File: config.mk
export PLATFORM = sky130hd
export DESIGN_NAME = cb
export DESIGN_NICKNAME = d
export VERILOG_FILES = /design/src/rtl/cb.sv
export SDC_FILE = /design/constraint.sdc
export NUM_CORES = 1
export LEC_CHECK = 0
export BUFFER_PORTS_ARGS = -buffer_cell sky130_fd_sc_hd__buf_2
export CAP_MARGIN = 20
export CORE_AREA = 8 8 45 47
export CTS_BUF_LIST = sky130_fd_sc_hd__clkbuf_8
export DETAILED_ROUTE_END_ITERATION = 16
export DIE_AREA = 0 0 53 55
export PLACE_DENSITY = 0.44
export SLEW_MARGIN = 0
export SYNTH_ARGS = -nofsm -noshare
export SYNTH_HDL_FRONTEND = slang
export SYNTH_SLANG_ARGS = --single-unit
File: constraint.sdc
create_clock -name CLK -period 2.65 [get_ports CLK]
set_input_delay 0.1325 -clock CLK [delete_from_list [all_inputs] [get_ports CLK]]
set_output_delay 0.1325 -clock CLK [all_outputs]
set_load 0.02 [all_outputs]
File: src/rtl/cb.sv
// cb: branch transfer-control unit; four-phase upstream handshake, one-cycle
// capture strobe, and routing of the request to downstream branch a or b.
//
// Ports:
//   CLK            system clock, rising edge
//   MR             master reset, asynchronous, active-low
//   CB_Send_in     upstream request (packet data valid)
//   BR             branch select from the packet, 0 = branch a, 1 = branch b
//   CB_Ack_in_a    acknowledge from branch a
//   CB_Ack_in_b    acknowledge from branch b
//   CB_Ack_out     acknowledge to upstream
//   CB_Send_out_a  request to branch a
//   CB_Send_out_b  request to branch b
//   CB_CP          one-cycle capture pulse for the stage data latches
module cb (
    input  logic CLK,
    input  logic MR,
    input  logic CB_Send_in,
    input  logic BR,
    input  logic CB_Ack_in_a,
    input  logic CB_Ack_in_b,
    output logic CB_Ack_out,
    output logic CB_Send_out_a,
    output logic CB_Send_out_b,
    output logic CB_CP
);

    typedef enum logic [1:0] {IDLE, SEND_A, SEND_B, RTZ} state_e;

    state_e state_q, state_d;
    logic   ack_q, ack_d;
    logic   br_q, br_d;
    logic   cp_q, cp_d;
    logic   send_a_q, send_a_d;
    logic   send_b_q, send_b_d;
    logic   accept;
    logic   sel_ack;

    always_ff @(posedge CLK or negedge MR) begin
        if (!MR) begin
            state_q  <= IDLE;
            ack_q    <= 1'b0;
            br_q     <= 1'b0;
            cp_q     <= 1'b0;
            send_a_q <= 1'b0;
            send_b_q <= 1'b0;
        end else begin
            state_q  <= state_d;
            ack_q    <= ack_d;
            br_q     <= br_d;
            cp_q     <= cp_d;
            send_a_q <= send_a_d;
            send_b_q <= send_b_d;
        end
    end

    always_comb begin
        // A new token is taken only when upstream has returned to zero, no
        // token is held, and neither branch is still holding its acknowledge.
        accept  = CB_Send_in && !ack_q && (state_q == IDLE) && !CB_Ack_in_a && !CB_Ack_in_b;
        // Only the acknowledge of the branch that owns the token matters.
        sel_ack = br_q ? CB_Ack_in_b : CB_Ack_in_a;
        state_d = state_q;
        case (state_q)
            // The request is raised one cycle after the capture pulse so the
            // captured data is stable before downstream sees it.
            IDLE:    if (cp_q) state_d = br_q ? SEND_B : SEND_A;
            SEND_A:  if (CB_Ack_in_a) state_d = RTZ;
            SEND_B:  if (CB_Ack_in_b) state_d = RTZ;
            RTZ:     if (!sel_ack) state_d = IDLE;
            default: state_d = IDLE;
        endcase
        br_d     = accept ? BR : br_q;
        ack_d    = accept ? 1'b1 : (ack_q && !CB_Send_in) ? 1'b0 : ack_q;
        cp_d     = accept;
        send_a_d = (state_d == SEND_A);
        send_b_d = (state_d == SEND_B);
    end

    assign CB_Ack_out    = ack_q;
    assign CB_Send_out_a = send_a_q;
    assign CB_Send_out_b = send_b_q;
    assign CB_CP         = cp_q;

endmodule

; ---- Word-level counts from Yosys, hierarchy flattened
; Cells that the tools add are included.
[totals]
ff_bits = 7
inputBits = 6
out_inout_bits = 4
word_cells = 31
[classes]
eq_ne = 5
muxes = 9
n_reduce_logical = 11
[op_table]
columns = op, count
row1 = two-way mux 2 bit, 5
row2 = case mux 2 bit (4 select lines), 1
row3 = "== test 2 bit, second input constant", 3
row4 = logical AND 1 bit, 5
row5 = "== test 2 x 1 -> 1 bit, second input constant", 2
row6 = logical NOT 1 bit, 4
row7 = two-way mux 1 bit, 3
row8 = logical NOT 2 bit, 1
row9 = nonzero test 2 bit, 1

; ---- Logic depth before layout (Yosys ltp)
[logic_depth]
depth_word = 6
mapped_depth = 3
depth_no_buf = 3

; ---- Least setup slack after synthesis
; Ideal clock, no wire load.
[synth_timing]
path_type = register to register
from = register state_q[0]
to = register br_q
setup_ps = 125
arrival_time_ps = 1072
required_ps = 2525
path_slack_ps = 1453
path_stages_with_launch = 4
path_buffers = 0
synth_period_minus_slack_ps = 1197
path_cell_list = dfrtp_1 -> nor4_2 -> nand3b_1 -> mux2_4
[synth_between]
elab_chain_len = 4
[synth_rtl]
columns = item, line
row1 = start: declaration, 30  ; state_e state_q, state_d;
row2 = start signal: assignment, 48  ; state_q <= state_d;
row3 = logical NOT 2 bit, 60  ; accept = CB_Send_in && !ack_q && (state_q == IDLE) && !CB_Ack_in_a && !CB_Ack_in_b;
row4 = logical AND 1 bit (3 in a row), 60
row5 = end signal: assignment, 50  ; br_q <= br_d;
row6 = end: declaration, 32  ; logic br_q, br_d;
; Every way passes these cells.
; A chain may end at the register's enable or synchronous reset.

; ---- Worst setup path after layout
; Same ends and word-level chain as after synthesis.

==> metrics.md <==
| Metric | Value |
|---|---|
| Share of post-route cells with drive strength above 1 | `34.9%` |
| Cell area after synthesis | `319 sq um` |
| Maximum resistive drop on vdd | `0.000333 V` |
| Outcome | `complete, no violations` |
| Final wirelength | `701 um` |
| Final ANT Viol Nets | `0` |
| Layout filler cell count | `149` |
| Final instance area | `439 sq um` |
| Total CTS buffers | `3` |
| Site Rows | `14` |
| Share of synthesized registers carrying an async set or reset | `100%` |
| Post-synthesis instance total | `29` |
| Clock tree from TritonCTS | `built` |
| Top fanout value on the critical path | `7` |
| Drt initial violations | `2` |
| Number of remaining DRC errors | `0` |
| Syn Area/Cell | `11.0 sq um` |
| Buffers from clock root to sink, at most | `2` |
| Cell area after placement | `384 sq um` |
| Count of endpoints failing setup in the final report | `0` |
| Starting density of the core | `23.1%` |
| Post-synth EDFFs | `0` |
| Overall fraction of global-route tracks in use | `6.25%` |
| DRT Pass-1 Iters | `4` |
| Largest area contributor in the netlist | `dfrtp_1` |
| Sequential element share of the synthesized area | `54.9%` |
| Max-slew headroom | `82.3%` |
| Post-Syn Nets | `35` |
| Worst Tran Pin Value | `264 ps` |
| Placer's final routability congestion estimate | `0.760` |
| Antenna Diode Count | `0` |
| Number of nets at the end of the flow | `50` |
| Fraction of the core area covered by cells at the end of the flow | `31.7%` |
| Via count | `267` |
| Critical path arrival | `1390 ps` |
| Top flip-flop cell by instance count after synthesis | `dfrtp_1` |
| Required time at the worst-slack endpoint | `2760 ps` |
| Area of the core | `1380 sq um` |
| Boundary pin count | `10` |
| First-pass GRT wire length | `1.23 mm` |
| RSZ-0062 raised after global routing | `false` |
| Sink Count | `7` |
| Final worst-path cycle share | `48.5%` |
| Summed negative setup slack over all endpoints | `0 ps` |
| Hold Buf Count CTS | `1` |
| Total grt overflow | `0` |
| Largest clock skew in the final design | `2.76 ps` |
| Worst hold slack after final layout | `132 ps` |
| Classification of the worst setup path | `reg2reg` |
| Clock root buffer master | `clkbuf_8` |
| Post-synthesis register bit count | `7` |
| Overall die width | `53 um` |
| Top cells by area, synth | `dfrtp_1, nand2_1, mux2_4` |
| Post-synthesis cell type count | `17` |
| Gates resized, CTS repair | `0` |
| Area Overhead vs Synth | `37.6%` |
| Post-detail-place hpwl | `549 um` |
| Clock insertion delay at the later pin of the skew report | `230 ps` |
| Setup Buffers After CTS | `0` |
| Period minus WS final | `1290 ps` |
| Vert. Die Dim | `55 um` |
| Yosys warns | `0` |
| Via/cell ratio | `4.53` |
| Final-report max-slew violation count | `0` |
| LEAKAGE | `0.239 nW` |
| Capturing element type of the critical path | `flop` |
| Area enclosed by the die boundary | `2920 sq um` |
| Sort of element at the start of the critical path | `flop` |
| Via count of the first global-routing pass | `292` |
| Maximum capacitance violations | `0` |
| Final number of hold-violating endpoints | `0` |
| Clock slew at reported path FFs | `40 ps` |
| Pwr/cell area | `1110 nW/um^2` |
| Max frequency | `778 MHz` |
| Initial antenna violation count | `0` |
| Min-Delay Path Class | `in2reg` |
| H-tree levels | `1` |
| Share of the synthesized area in the top cell type | `54.9%` |
| Input/output buffers | `9` |
| Largest net degree at the start of global routing | `8` |
| Routed length per placed instance | `11.9 um` |
==> power by group <==
part / switching (mW) / total [mW] / internal, mW
registers: 0.0433 / 0.190 / 0.147
logic: 0.0754 / 0.152 / 0.0767
clock network: 0.0441 / 0.144 / 0.0999
total: 0.163 / 0.486 / 0.323
==> metal layers <==
layer / wire length [um] / vias to the layer above / GRT usage, %
li1: - / 128 / -
met1: 305 / 122 / 6.30
met2: 297 / 12 / 8.01
met3: 59 / 5 / 2.94
met4: 38 / 0 / 9.05
met5: 0 / - / 0
==> path summary, 6_finish.rpt <==
kind	cells past startpoint	slack, ps	start	endpoint
min in group asynchronous	2	270	MR	state_q[0]$_DFF_PN0_
hold / removal	3	130	CB_Send_in	CB_Ack_out$_DFFE_PN0P_
setup reg to reg	3	1360	state_q[0]$_DFF_PN0_	br_q$_DFFE_PN0P_
max in group asynchronous	2	2220	MR	CB_Ack_out$_DFFE_PN0P_
setup / recovery	3	1360	state_q[0]$_DFF_PN0_	br_q$_DFFE_PN0P_
hold reg to reg	2	500	CB_Ack_out$_DFFE_PN0P_	CB_Ack_out$_DFFE_PN0P_
==> synth_stat cells (2+ instances only) <==
cell / number
a31oi_1: 2
dfrtp_1: 7
inv_1: 2
nand2_1: 5
==> flip-flops by register name, indices dropped and copies added, names as in the netlist <==
signal         cells
CB_Ack_out         1
CB_Send_out_b      1
CB_CP              1
br_q               1
state_q            2
CB_Send_out_a      1
==> placed cells by master (no fill, tap or decap), types with 2 or more instances in the layout <==
cell type / synthesis / routed
buf_2: 0 / 9
dfrtp_1: 7 / 7
nand2_1: 5 / 5
inv_1: 2 / 3
clkbuf_8: 0 / 3
a31oi_1: 2 / 2
==> per-stage QoR <==
step                cells  setup WS (ps)  power, mW
CTS                    59           1350      0.498
finish                 59           1360      0.486
detailed placement     54           1380      0.346
floorplan              29           1450      0.298
global placement       54           1400      0.343
global route           59           1270      0.526
==> layout make-up <==
class / instances / area, sq um / area share, %
Multi-Input combinational cell: 20 / 136 / 31.1
Tap cell: 16 / 20.0 / 4.56
Clock buffer: 3 / 41.3 / 9.40
Clock inverter: 1 / 3.75 / 0.855
Inverter: 2 / 7.51 / 1.71
Timing Repair Buffer: 10 / 55.1 / 12.5
Sequential cell: 7 / 175 / 39.9
==> critical path, stage by stage (launching register included) <==
cell and delay, ps:
dfrtp_1 440, nor4_2 240, nand3b_1 170, mux2_4 320
==> cells by family (layout without fill, tap and decap cells) <==
| kind of cell | Yosys count | after routing | share of synthesized area (%) |
|---|---|---|---|
| compound gates | 6 | 6 | 12.5 |
| buf+inv | 2 | 16 | 2.35 |
| flops | 7 | 7 | 54.9 |
| mux | 2 | 2 | 7.84 |
| simple gates | 12 | 12 | 22.4 |
(Power assumes the default switching activity.)
